==> config.mk <==
export PLATFORM = sky130hd
export DESIGN_NAME = bt656_trs_inserter_flat
export DESIGN_NICKNAME = d
export VERILOG_FILES = /design/src/rtl/bt656_pkg.sv /design/src/rtl/bt656_trs_inserter_if.sv /design/src/rtl/bt656_sample_delay.sv /design/src/rtl/bt656_trs_inserter.sv /design/src/flat_wrapper.sv
export SDC_FILE = /design/constraint.sdc
export NUM_CORES = 1
export LEC_CHECK = 0
export BUFFER_PORTS_ARGS = -buffer_cell sky130_fd_sc_hd__buf_4
export CORE_MARGIN = 2
export CORE_UTILIZATION = 33
export DETAILED_ROUTE_END_ITERATION = 8
export PLACE_DENSITY_LB_ADDON = 0.1
export SLEW_MARGIN = 20
export SYNTH_ARGS = -nofsm -noshare
export SYNTH_HDL_FRONTEND = slang
export SYNTH_HIERARCHICAL = 1
export SYNTH_SLANG_ARGS = --single-unit
export TNS_END_PERCENT = 100
==> constraint.sdc <==
create_clock -name clk -period 3.35 [get_ports clk]
set_input_delay 0.67 -clock clk [delete_from_list [all_inputs] [get_ports clk]]
set_output_delay 0.67 -clock clk [all_outputs]
set_load 0.01 [all_outputs]
==> src/rtl/bt656_pkg.sv <==
// BT.656 definitions shared by the TRS inserter and the parser: TRS words, blanking
// levels, the XYZ protection-bit encoder and the inserter FSM states.
package bt656_pkg;

   localparam int unsigned TrsLen = 4;

   localparam logic [9:0] TrsPreamble0 = 10'h3FF;
   localparam logic [9:0] TrsPreamble1 = 10'h000;
   localparam logic [9:0] BlankY       = 10'h040;
   localparam logic [9:0] BlankC       = 10'h200;
   localparam logic [9:0] ClipLo       = 10'h004;
   localparam logic [9:0] ClipHi       = 10'h3FB;

   typedef enum logic [0:0] {
      StPass,
      StTrs
   } trs_state_e;

   // 10-bit XYZ word; 8-bit users take the top eight bits.
   function automatic logic [9:0] xyz(input logic f, input logic v, input logic h);
      return {1'b1, f, v, h, v ^ h, f ^ h, f ^ v, f ^ v ^ h, 2'b00};
   endfunction

endpackage

==> src/rtl/bt656_trs_inserter_if.sv <==
// Video sample bus between the timing generator (master) and the TRS inserter (slave).
interface bt656_trs_inserter_if #(
   parameter int unsigned DATA_WIDTH = 10
);

   logic                  ce;
   logic [DATA_WIDTH-1:0] din;
   logic                  h_in;
   logic                  v_in;
   logic                  f_in;
   logic [DATA_WIDTH-1:0] dout;
   logic                  dout_valid;
   logic                  trs_err;

   modport master (
      output ce, din, h_in, v_in, f_in,
      input  dout, dout_valid, trs_err
   );

   modport slave (
      input  ce, din, h_in, v_in, f_in,
      output dout, dout_valid, trs_err
   );

endinterface

==> src/rtl/bt656_sample_delay.sv <==
// Four-stage ce-gated delay line carrying each sample with its H/V/F flags and EAV marker.
// Reset fills it with blanking (H=1, V=1) so no H edge is seen after reset.
module bt656_sample_delay
   import bt656_pkg::*;
#(
   parameter int unsigned          DataWidth = 10,
   parameter logic [DataWidth-1:0] FillData  = '0
) (
   input  logic                 clk,
   input  logic                 reset,
   input  logic                 ce_i,
   input  logic [DataWidth-1:0] data_i,
   input  logic                 h_i,
   input  logic                 v_i,
   input  logic                 f_i,
   input  logic                 eav_i,
   output logic [DataWidth-1:0] data_o,
   output logic                 h_o,
   output logic                 v_o,
   output logic                 f_o,
   output logic                 eav_o,
   output logic                 h_last_o
);

   logic [DataWidth-1:0] data_q [TrsLen];
   logic [TrsLen-1:0]    h_q;
   logic [TrsLen-1:0]    v_q;
   logic [TrsLen-1:0]    f_q;
   logic [TrsLen-1:0]    eav_q;

   always_ff @(posedge clk or posedge reset) begin
      if (reset) begin
         data_q <= '{default: FillData};
         h_q    <= '1;
         v_q    <= '1;
         f_q    <= '0;
         eav_q  <= '0;
      end else if (ce_i) begin
         data_q[0] <= data_i;
         data_q[1] <= data_q[0];
         data_q[2] <= data_q[1];
         data_q[3] <= data_q[2];
         h_q       <= {h_q[TrsLen-2:0], h_i};
         v_q       <= {v_q[TrsLen-2:0], v_i};
         f_q       <= {f_q[TrsLen-2:0], f_i};
         eav_q     <= {eav_q[TrsLen-2:0], eav_i};
      end
   end

   assign data_o   = data_q[TrsLen-1];
   assign h_o      = h_q[TrsLen-1];
   assign v_o      = v_q[TrsLen-1];
   assign f_o      = f_q[TrsLen-1];
   assign eav_o    = eav_q[TrsLen-1];
   // Newest stored sample's H, i.e. H of the previous input sample.
   assign h_last_o = h_q[0];

endmodule

==> src/rtl/bt656_trs_inserter.sv <==
// BT.656 transmit-side TRS inserter: overwrites blanking with EAV/SAV sequences, 4-sample latency.
// Define BT656_CLIP_EN to clamp non-TRS samples out of the reserved code range.
module bt656_trs_inserter
   import bt656_pkg::*;
#(
   parameter int unsigned DATA_WIDTH = 10
) (
   input logic                  clk,
   input logic                  reset,
   bt656_trs_inserter_if.slave  vid
);

   function automatic logic [DATA_WIDTH-1:0] scale(input logic [9:0] w);
      return DATA_WIDTH'(w >> (10 - DATA_WIDTH));
   endfunction

   localparam logic [DATA_WIDTH-1:0] BlankYW = scale(BlankY);
   localparam logic [DATA_WIDTH-1:0] Pre0W   = scale(TrsPreamble0);
   localparam logic [DATA_WIDTH-1:0] Pre1W   = scale(TrsPreamble1);

   logic [DATA_WIDTH-1:0] dly_data;
   logic                  dly_h;
   logic                  dly_v;
   logic                  dly_f;
   logic                  dly_eav;
   logic                  h_last;

   logic                  eav_mark;
   logic                  sav_req;
   logic                  eav_req;
   logic                  req;
   logic                  accept;
   logic                  drop;
   logic [DATA_WIDTH-1:0] req_xyz;
   logic [DATA_WIDTH-1:0] pass_data;

   trs_state_e            state_q;
   logic [1:0]            idx_q;
   logic [DATA_WIDTH-1:0] xyz_q;
   logic [DATA_WIDTH-1:0] dout_q;
   logic                  valid_q;
   logic                  err_q;

   // Rising H edge: tag the sample so its EAV is emitted when it reaches the output.
   assign eav_mark = ~h_last & vid.h_in;

   bt656_sample_delay #(
      .DataWidth (DATA_WIDTH),
      .FillData  (BlankYW)
   ) u_delay (
      .clk      (clk),
      .reset    (reset),
      .ce_i     (vid.ce),
      .data_i   (vid.din),
      .h_i      (vid.h_in),
      .v_i      (vid.v_in),
      .f_i      (vid.f_in),
      .eav_i    (eav_mark),
      .data_o   (dly_data),
      .h_o      (dly_h),
      .v_o      (dly_v),
      .f_o      (dly_f),
      .eav_o    (dly_eav),
      .h_last_o (h_last)
   );

   assign sav_req = h_last & ~vid.h_in;
   assign eav_req = dly_eav & dly_h;
   assign req     = sav_req | eav_req;
   assign req_xyz = eav_req ? scale(xyz(dly_f, dly_v, 1'b1))
                            : scale(xyz(vid.f_in, vid.v_in, 1'b0));

   // A new sequence may start from idle or on the cycle the last word goes out.
   assign accept = req & ((state_q == StPass) | (idx_q == 2'd3));
   assign drop   = (req & ~accept) | (eav_req & sav_req);

`ifdef BT656_CLIP_EN
   localparam logic [DATA_WIDTH-1:0] ClipLoW = scale(ClipLo);
   localparam logic [DATA_WIDTH-1:0] ClipHiW = scale(ClipHi);

   always_comb begin
      pass_data = dly_data;
      if (dly_data < ClipLoW) begin
         pass_data = ClipLoW;
      end else if (dly_data > ClipHiW) begin
         pass_data = ClipHiW;
      end
   end
`else
   assign pass_data = dly_data;
`endif

   always_ff @(posedge clk or posedge reset) begin
      if (reset) begin
         state_q <= StPass;
         idx_q   <= 2'd0;
         xyz_q   <= '0;
         dout_q  <= BlankYW;
         valid_q <= 1'b0;
         err_q   <= 1'b0;
      end else begin
         valid_q <= vid.ce;
         if (vid.ce) begin
            if (accept) begin
               state_q <= StTrs;
               idx_q   <= 2'd0;
               xyz_q   <= req_xyz;
               dout_q  <= Pre0W;
            end else begin
               unique case (state_q)
                  StPass: dout_q <= pass_data;
                  StTrs: begin
                     idx_q <= idx_q + 2'd1;
                     if (idx_q == 2'd3) begin
                        state_q <= StPass;
                        dout_q  <= pass_data;
                     end else begin
                        dout_q <= (idx_q == 2'd2) ? xyz_q : Pre1W;
                     end
                  end
               endcase
            end
            if (drop) begin
               err_q <= 1'b1;
            end
         end
      end
   end

   assign vid.dout       = dout_q;
   assign vid.dout_valid = valid_q;
   assign vid.trs_err    = err_q;

endmodule

==> src/flat_wrapper.sv <==
// flat-port wrapper written by rule: the top's interface ports become plain ports
module bt656_trs_inserter_flat import bt656_pkg::*;
#(
   parameter int unsigned DATA_WIDTH = 10
)
  (clk, reset, vid_ce, vid_din, vid_h_in, vid_v_in, vid_f_in, vid_dout, vid_dout_valid, vid_trs_err);
  bt656_trs_inserter_if #(.DATA_WIDTH(DATA_WIDTH)) vid_i ();
  input logic clk;
  input logic reset;
  input wire logic [$bits(vid_i.ce)-1:0] vid_ce;
  input wire logic [$bits(vid_i.din)-1:0] vid_din;
  input wire logic [$bits(vid_i.h_in)-1:0] vid_h_in;
  input wire logic [$bits(vid_i.v_in)-1:0] vid_v_in;
  input wire logic [$bits(vid_i.f_in)-1:0] vid_f_in;
  output wire logic [$bits(vid_i.dout)-1:0] vid_dout;
  output wire logic [$bits(vid_i.dout_valid)-1:0] vid_dout_valid;
  output wire logic [$bits(vid_i.trs_err)-1:0] vid_trs_err;
  assign vid_i.ce = vid_ce;
  assign vid_i.din = vid_din;
  assign vid_i.h_in = vid_h_in;
  assign vid_i.v_in = vid_v_in;
  assign vid_i.f_in = vid_f_in;
  assign vid_dout = vid_i.dout;
  assign vid_dout_valid = vid_i.dout_valid;
  assign vid_trs_err = vid_i.trs_err;
  bt656_trs_inserter #(.DATA_WIDTH(DATA_WIDTH)) u_core (.clk(clk), .reset(reset), .vid(vid_i));
endmodule
# --- Word-level counts from Yosys, hierarchy flattened ---
# Index checks and enable logic that the tools add are counted.
totals:
  ff_bits: 81
  latchBits: 0
  ram_bits: 0
  mem_bits_ro: 0
  input_bits: 16
  word_cells: 49
  mem_count: 0
classes:
  addsub: 1
  multipliers: 0
  div: 0
  n_lt_le_gt_ge: 0
  n_eq_ne: 2
  shift: 0
  n_mux: 10
  bitwise_logic: 18
  n_reduce_logical: 4
ops:
  columns: ["cell", "count"]
  rows:
  - ["2-to-1 mux 10 bit", 3]
  - ["case mux 10 bit (2 select lines)", 1]
  - ["2-to-1 mux 9 bit", 1]
  - ["NOT 1 bit", 7]
  - ["AND 1 bit", 6]
  - ["AND reduction 2 bit", 3]
  - ["== test 2 bit (second input constant)", 2]
  - ["2-to-1 mux 2 bit", 2]
  - ["2-to-1 mux 1 bit", 3]
  - ["OR 1 bit", 3]
  - ["adder 2 x 1 -> 2 bit (second input constant)", 1]
  - ["nonzero test 2 bit", 1]
  - ["bitwise XOR 1 bit", 2]

# --- Depth between registers and ports, before layout ---
# Gate-level depths: netlist of run 1.
depth:
  ltp_word: 8
  ltp_mapped: 7
  depth_no_buf: 6

# --- By module ---
# Netlist of run 1, hierarchy kept.
by_module_without_submodules:
  columns: ["mod", "instances", "cells_each", "area_per_inst_um2", "seq_area_each_um2"]
  rows:
  - ["bt656_sample_delay", 1, 129, 2337.2, 1416.4]
  - ["bt656_trs_inserter", 1, 129, 1176.1, 576.8]

# --- Worst setup path before layout of run 1 ---
# Ideal clock, no wire load.
synth_path:
  path_kind: "input port to flip-flop"
  start: "input vid_h_in"
  end: "register u_core.xyz_q[2]"
  setup_ns: 0.095
  t_arrival_ns: 1.302
  t_required_ns: 3.255
  slack_ns: 1.952
  cell_stages: 5
  n_path_buf: 1
  path_cell_list: "and2b_4 > o211ai_4 > buf_6 > nand2_1 > o31ai_1"
synth_via:
  elab_chain_len: 5
synth_rtl:
  columns: ["item", "line", "text"]
  rows:
  - ["from (decl)", "flat_wrapper.sv:12", "input wire logic [$bits(vid_i.h_in)-1:0] vid_h_in;"]
  - ["NOT 1 bit", "bt656_trs_inserter.sv:67", "assign sav_req = h_last & ~vid.h_in;"]
  - ["AND 1 bit", "bt656_trs_inserter.sv:67", null]
  - ["OR 1 bit", "bt656_trs_inserter.sv:69", "assign req = sav_req | eav_req;"]
  - ["AND 1 bit", "bt656_trs_inserter.sv:74", "assign accept = req & ((state_q == StPass) | (idx_q == 2'd3));"]
  - ["AND reduction 2 bit (no source line)", null, null]
  - ["to (signal assigned)", "bt656_trs_inserter.sv:107", "xyz_q <= req_xyz;"]
  - ["to (decl)", "bt656_trs_inserter.sv:39", "logic [DATA_WIDTH-1:0] xyz_q;"]
# Every way passes these cells.
# A chain may end at the register's enable or synchronous reset.

# --- Worst setup path after layout of run 1 ---
layout_path:
  start: "register u_core.idx_q[0]"
  end: "register u_core.dout_q[5] (netlist: u_core/vid.dout[5])"
layout_via:
  elab_chain_len: 5
layout_rtl:
  columns: ["item", "line", "text"]
  rows:
  - ["from (decl)", "bt656_trs_inserter.sv:38", "logic [1:0] idx_q;"]
  - ["from (signal assigned)", "bt656_trs_inserter.sv:113", "idx_q <= idx_q + 2'd1;"]
  - ["== test 2 bit", "bt656_trs_inserter.sv:118", "dout_q <= (idx_q == 2'd2) ? xyz_q : Pre1W;"]
  - ["2-to-1 mux 10 bit", "bt656_trs_inserter.sv:118", null]
  - ["2-to-1 mux 10 bit", "bt656_trs_inserter.sv:114", "if (idx_q == 2'd3) begin"]
  - ["case mux 10 bit (2 select lines)", "bt656_trs_inserter.sv:110", "unique case (state_q)"]
  - ["2-to-1 mux 10 bit *", "bt656_trs_inserter.sv:104", "if (accept) begin"]
  - ["to (signal assigned)", "bt656_trs_inserter.sv:111", "StPass: dout_q <= pass_data;"]
  - ["to (signal assigned)", "bt656_trs_inserter.sv:116", "dout_q <= pass_data;"]
  - ["to (signal assigned)", "bt656_trs_inserter.sv:118", null]
  - ["to (decl)", "bt656_trs_inserter.sv:40", "logic [DATA_WIDTH-1:0] dout_q;"]
# Mark *: on every way between the ends. The rest lies on a longest branch, timed or not.

==> impl_summary.txt, run 1 <==
----------------------------------------------------
[Critical path]
  Critical path, cell by cell ... ha_1 -> nor2b_1 -> nand2_1 -> o211ai_1 -> o21ai_0
  Cell with the largest stage delay on the worst path ... sky130_fd_sc_hd__nor2b_1
  Number of buffers and inverters on the critical path ... 0
  Worst Setup SP ... u_core/idx_q[0]
  Category of the worst setup path launch point ... flop
  Endpoint kind of the worst setup timing path ... flop
  Crit Reg-Reg Startpoint ... u_core/idx_q[0]
  CP max FO ... 9
  Largest delay contributor family on the critical path ... simple AND/OR/NAND/NOR gates
  Crit Path Category ... reg -> reg
  Crit path DAT ... 1.91 ns
  Critical path required time ... 3.57 ns
  Worst stage delay on the critical path ... 0.50 ns

[Clock network]
  Clock tree from TritonCTS ... yes
  CTS sink cnt ... 79
  Number of CTS-inserted buffers ... 9
  Buffer type at the clock tree root ... sky130_fd_sc_hd__clkbuf_8
  Number of levels in the clock H-tree ... 3
  Resized cells post-CTS ... 0
  Clock latency at the later pin of the worst-skew pair ... 0.34 ns
  Clock edge transition at the registers on the reported setup and hold paths ... 0.08 ns
  Setup fix buffers added after clock tree synthesis ... 0
  Maximum root-to-sink buffer count ... 2
  Number of buffers added to fix hold violations after cts ... 0

[Final layout]
  Share of post-route cells with drive strength above 1 ... 43.4%
  Antenna fix cells ... 0
  Number of nets in the layout ... 295
  Layout Area Growth over Synthesis ... 12.9%

[Synth]
  Number of standard cells after synthesis ... 258
  Mean instance size in the synthesized netlist ... 13.6 µm²
  Post-synth cell types ... 33
  Proportion of synthesized flip-flops having asynchronous set or reset ... 100%
  Synth top cells by count ... 66 x sky130_fd_sc_hd__dfrtp_1, 40 x sky130_fd_sc_hd__mux2_4, 27 x sky130_fd_sc_hd__nand2_1
  Library cell occupying the most area in the post-synthesis netlist ... sky130_fd_sc_hd__dfrtp_1
  Most frequent cell after synthesis ... sky130_fd_sc_hd__dfrtp_1
  Number of flip-flops and latches in the synthesized netlist ... 79
  Synthesis warning total ... 6
  Post-synth top flop ... sky130_fd_sc_hd__dfrtp_1
  Biggest area contributors in the synthesized netlist ... sky130_fd_sc_hd__dfrtp_1 47%, sky130_fd_sc_hd__mux2_4 17%, sky130_fd_sc_hd__dfstp_2 9.7%
  Synthesized net count ... 277
  Cell Area, Synth ... 3510 µm²
  Seq/Total Area, Yosys ... 56.7%
  Fraction of synthesized cell area taken by the top area cell type ... 47.0%
  EDFF count, synth ... 0

[Global routing]
  Initial antenna violation count ... 0
  Via count of the first global-routing pass ... 1943
  Global Route Usage Sum ... 11.1%
  Global route overflow ... 0
  Largest net degree at the start of global routing ... 43
  First-pass GRT wire length ... 9880 µm

[Die]
  Initial cell density of the core ... 34.0%
  Die area ... 11500 µm²
  I/O pins ... 28
  Placeable Area ... 10300 µm²
  Height of the die ... 107 µm
  Count of standard-cell rows ... 37
  X dimension of the die ... 107 µm

[Routing]
  Count of unresolved DRC violations after routing ... 0
  Vias after detailed routing ... 1866
  Routed wire length ... 5780 µm
  Number of design-rule violations left by the first detailed-router iteration ... 64
  Count of TritonRoute iterations in the first routing pass ... 4
  Antenna-violating nets left ... 0
  Routed WL per cell ... 13.9 µm
  Ratio of routed vias to standard cells ... 4.47

[Placed design]
  Setup WS pre-CTS ... 1.32 ns
  Buffers added on ports ... 27
  Final estimated routing congestion in global placement ... 0.695
  Post-DP HPWL ... 3850 µm

[Hold path]
  Hold crit path type ... in -> async

[STA]
  Highest clock rate ... 593 MHz
  Final critical-path share of the clock period ... 50.3%
  Final worst hold slack ... 0.373 ns
  RSZ-0062 raised after global routing ... no
  Min setup slack post-route ... 1.66 ns
  Max Slew Vio Count ... 0
  Measured slew at the worst slew-check pin ... 0.953 ns
  Final Hold Viols ... 0
  Setup_tns ... 0 ns
  Final number of setup-violating endpoints ... 0
  Fin crit period ... 1.69 ns
  Worst setup skew after layout ... 0.00637 ns
  Slew margin rel. ... 36.4%

[Power]
  Power Dens Cells ... 706 nW/µm²
  Static Leak ... 1.85 nW
  Max rail drop VDD ... 0.308 mV

[Job]
  Number of max-cap violations ... 0

[Outcome]
  Status ... finished, final reports clean

----------------------------------------------------
==> power breakdown <==
group	total, mW	switching [mW]	internal, mW
registers	1.35	0.149	1.21
logic	0.667	0.316	0.351
clock network	0.780	0.343	0.437
total	2.80	0.807	1.99
==> per-stage QoR <==
stage	std cells	power (mW)	area, µm²	utilization, %
6_report	417	2.80	3970	38.4
5_1_grt	417	2.99	3970	38.4
4_1_cts	417	2.86	3970	38.4
3_5_place_dp	401	2.06	3750	36.3
3_3_place_gp	401	2.05	3750	36.3
2_1_floorplan	258	1.88	3510	-
==> per-layer routing <==
metal | routed length (µm) | up-vias | part of all wire (%) | GRT usage [%]
li1 | - | 915 | - | -
met1 | 2960 | 913 | 51 | 15.5
met2 | 2540 | 28 | 44 | 16.5
met3 | 161 | 10 | 2.8 | 2.07
met4 | 119 | 0 | 2.1 | 5.57
met5 | 0 | - | 0 | 0
==> cell type report <==
type / count / area (µm²)
Tap cell: 136 / 170
Fill cell: 982 / 6360
Clock inverter: 6 / 83.8
Timing Repair Buffer: 30 / 238
Clock buffer: 10 / 138
Multi-Input combinational cell: 145 / 1300
Sequential cell: 79 / 1990
Inverter: 11 / 41.3
==> registers in the layout, summed over array words and instances (netlist names) <==
| register | flops |
|---|---|
| u_core/u_delay/data_o | 10 |
| u_core/idx_q | 2 |
| u_core/vid.dout | 10 |
| u_core/state_q | 1 |
| u_core/u_delay/v_q | 4 |
| u_core/u_delay/f_q | 4 |
| u_core/vid.trs_err | 1 |
| u_core/vid.dout_valid | 1 |
| u_core/xyz_q | 8 |
| u_core/u_delay/h_q | 4 |
| u_core/u_delay/data_q | 30 |
| u_core/u_delay/eav_q | 4 |
==> final timing paths <==
path / endpoint / slack, ns / cells past startpoint
worst max-delay path: u_core/vid.dout[5] / 1.66 / 5
worst min-delay path: u_core/u_delay/data_q[37] / 0.37 / 2
worst max register to register: u_core/vid.dout[5] / 1.66 / 5
worst min register to register: u_core/xyz_q[9] / 0.47 / 1
max in group asynchronous: u_core/vid.dout[1] / 2.21 / 2
min in group clk: u_core/xyz_q[9] / 0.47 / 1
==> placed cells by master (no fill, tap or decap), types with 2 or more instances in the layout <==
cell type | netlist | final
sky130_fd_sc_hd__nand2b_1 | 4 | 4
sky130_fd_sc_hd__ha_1 | 3 | 3
sky130_fd_sc_hd__nand2_1 | 27 | 27
sky130_fd_sc_hd__clkinv_2 | 0 | 3
sky130_fd_sc_hd__dfrtp_1 | 66 | 66
sky130_fd_sc_hd__mux2i_1 | 2 | 2
sky130_fd_sc_hd__inv_1 | 11 | 10
sky130_fd_sc_hd__bufinv_16 | 0 | 2
sky130_fd_sc_hd__clkbuf_8 | 0 | 10
sky130_fd_sc_hd__o211ai_1 | 8 | 8
sky130_fd_sc_hd__mux2_2 | 16 | 16
sky130_fd_sc_hd__nor2b_1 | 2 | 2
sky130_fd_sc_hd__o31ai_1 | 2 | 2
sky130_fd_sc_hd__buf_4 | 10 | 29
sky130_fd_sc_hd__mux2_4 | 40 | 40
sky130_fd_sc_hd__nor2_1 | 6 | 6
sky130_fd_sc_hd__dfstp_2 | 13 | 13
sky130_fd_sc_hd__o21ai_0 | 13 | 13
sky130_fd_sc_hd__o21ai_1 | 4 | 4
sky130_fd_sc_hd__a21oi_1 | 6 | 6
==> logic make-up (layout without fill, tap and decap cells) <==
logic type | count (synthesis) | after routing | synth area share [%]
flip-flops | 79 | 79 | 56.7
multiplexers | 58 | 58 | 22.8
AND/OR/NAND/NOR | 43 | 43 | 5.56
AO/OA/AOI/OAI | 39 | 39 | 7.19
buffers and inverters | 34 | 57 | 6.16
adder cells (fa/ha/maj) | 3 | 3 | 1.07
XOR/XNOR | 2 | 2 | 0.499
Note: power is estimated with default switching activity, not from simulation.
==> run 2: changes to the inputs <==
Clock period 3.35 ns to 1.7 ns, I/O delays scaled along.
==> impl_summary.txt, run 2 (same netlist as run 1, synthesis figures left out) <==
----------------------------------------------------
[Placed design]
  Buffers added on ports ... 27 (unchanged)
  Final estimated routing congestion in global placement ... 0.724 (+4.2%)
  Post-DP HPWL ... 4080 µm (+6.0%)

[Clock network]
  Clock latency at the later pin of the worst-skew pair ... 0.34 ns (about the same)
  Clock tree from TritonCTS ... yes
  CTS sink cnt ... 79 (unchanged)
  Number of buffers added to fix hold violations after cts ... 0 (unchanged)
  Setup fix buffers added after clock tree synthesis ... 0 (unchanged)
  Number of levels in the clock H-tree ... 3 (unchanged)
  Number of CTS-inserted buffers ... 9 (unchanged)
  Resized cells post-CTS ... 0 (unchanged)
  Maximum root-to-sink buffer count ... 2 (unchanged)
  Clock edge transition at the registers on the reported setup and hold paths ... 0.08 ns (about the same)
  Buffer type at the clock tree root ... sky130_fd_sc_hd__clkbuf_8

[Hold path]
  Hold crit path type ... in -> async

[Global routing]
  Global route overflow ... 0 (unchanged)
  Largest net degree at the start of global routing ... 34 (-21%)
  Global Route Usage Sum ... 11.3% (+0.19 points)
  First-pass GRT wire length ... 10000 µm (+1.7%)
  Initial antenna violation count ... 0 (unchanged)
  Via count of the first global-routing pass ... 2010 (+3.4%)

[Final layout]
  Most common library cell in the layout ignoring fill and taps ... sky130_fd_sc_hd__dfrtp_1
  Register bank with the most flops ... u_core/u_delay/data_q
  Most frequent cells in the layout ... 66 x sky130_fd_sc_hd__dfrtp_1, 40 x sky130_fd_sc_hd__mux2_4, 37 x sky130_fd_sc_hd__buf_4
  Flip-flop count of the largest register after layout ... 30 (unchanged)
  Number of nets in the layout ... 305 (+3.4%)
  Share of post-route cells with drive strength above 1 ... 44.3% (+0.91 points)
  Layout Area Growth over Synthesis ... 14.0%
  Antenna fix cells ... 0 (unchanged)
  Number of filler instances in the final layout ... 992 (+1.0%)

[Critical path]
  Worst Setup SP ... u_core/idx_q[0]
  CP max FO ... 8 (-1)
  Crit path DAT ... 1.74 ns (-0.17 ns)
  Path depth of the worst reg2reg path ... 5 (unchanged)
  Critical path required time ... 1.91 ns (-1.66 ns)
  Crit Path Category ... reg -> reg
  Crit Reg-Reg Startpoint ... u_core/idx_q[0]
  Endpoint kind of the worst setup timing path ... flop
  Category of the worst setup path launch point ... flop

[Routing]
  Routed WL per cell ... 13.6 µm (-2.1%)
  Ratio of routed vias to standard cells ... 4.44 (-0.88%)
  Count of TritonRoute iterations in the first routing pass ... 3 (-1)
  Routed wire length ... 5800 µm (+0.26%)
  Number of design-rule violations left by the first detailed-router iteration ... 49 (-23%)
  Antenna-violating nets left ... 0 (unchanged)
  Vias after detailed routing ... 1894 (+1.5%)
  Count of unresolved DRC violations after routing ... 0 (unchanged)

[Die]
  Height of the die ... 107 µm (unchanged)
  Die area ... 11500 µm² (unchanged)
  I/O pins ... 28 (unchanged)
  Placeable Area ... 10300 µm² (unchanged)
  Count of standard-cell rows ... 37 (unchanged)
  Initial cell density of the core ... 34.0% (unchanged)
  X dimension of the die ... 107 µm (unchanged)

[STA]
  Measured slew at the worst slew-check pin ... 0.423 ns (-0.530 ns)
  Highest clock rate ... 652 MHz (+10%)
  Final number of setup-violating endpoints ... 0 (unchanged)
  RSZ-0062 raised after global routing ... no
  Final Hold Viols ... 0 (unchanged)
  Final critical-path share of the clock period ... 90.2% (+40 points)
  Worst setup skew after layout ... 0.0100 ns (+0.00364 ns)
  Setup_tns ... 0 ns (unchanged)
  Max Slew Vio Count ... 0 (unchanged)
  Slew margin rel. ... 71.8% (+35 points)
  Fin crit period ... 1.53 ns (-0.154 ns)

[Power]
  Post-route total power ... 5.21 mW (+86%)
  Static Leak ... 1.87 nW (+0.91%)
  Power Dens Cells ... 1300 nW/µm² (+84%)
  Max rail drop VDD ... 0.406 mV (+32%)

[Outcome]
  Status ... finished, final reports clean

[Job]
  Number of max-cap violations ... 0 (unchanged)

----------------------------------------------------
## run 2: routing by layer
metal	routed length, µm	track usage [%]	up-vias
met1	2960	15.7	943
met4	65	5.29	0
li1	-	-	925
met3	135	2.37	5
met2	2630	16.9	21
met5	0	0	-
## run 2: layout make-up
| cell class | count | area [µm²] | share of cell area [%] |
|---|---|---|---|
| multi-input cells | 145 | 1300 | 32.5 |
| clock inverters | 4 | 25.0 | 0.625 |
| well taps | 136 | 170 | 4.25 |
| inverters | 11 | 41.3 | 1.03 |
| clock buffers | 12 | 135 | 3.37 |
| repair buffers | 40 | 338 | 8.43 |
| flip-flops and latches | 79 | 1990 | 49.8 |
## run 2: worst paths after layout
path / slack (ns) / to
max reg2reg: 0.17 / u_core/vid.dout[3]
max: 0.17 / u_core/vid.dout[3]
min reg2reg: 0.48 / u_core/vid.dout[6]
min in group clk: 0.22 / u_core/u_delay/data_q[38]
max in group asynchronous: 1.25 / u_core/u_delay/h_q[0]
min: 0.05 / u_core/u_delay/data_o[2]
## run 2: power breakdown
part           internal, mW  switching [mW]  leakage, nW
logic                 0.733           0.621        0.866
clock network         0.527           0.646       0.0764
registers              2.38           0.308        0.924
## run 2: through the flow
stage	hold WS, ns	util (%)	instance area (µm²)	instances	setup WS [ns]
final	0.0541	38.8	4010	427	0.167
after CTS	0.0461	38.8	4010	427	0.174
after floorplan	0.341	-	3510	258	0.00858
after global routing	0.0638	38.8	4010	427	0.0208
after detailed placement	0.428	37.3	3850	411	0.199
after global placement	0.427	37.3	3850	411	0.264
## run 2: worst max-delay path: stages, from the launching register on
cell	delay, ns
sky130_fd_sc_hd__dfrtp_1	0.41
sky130_fd_sc_hd__ha_1	0.23
sky130_fd_sc_hd__nand2b_1	0.21
sky130_fd_sc_hd__nand3_2	0.21
sky130_fd_sc_hd__o211ai_1	0.24
sky130_fd_sc_hd__o21ai_0	0.11
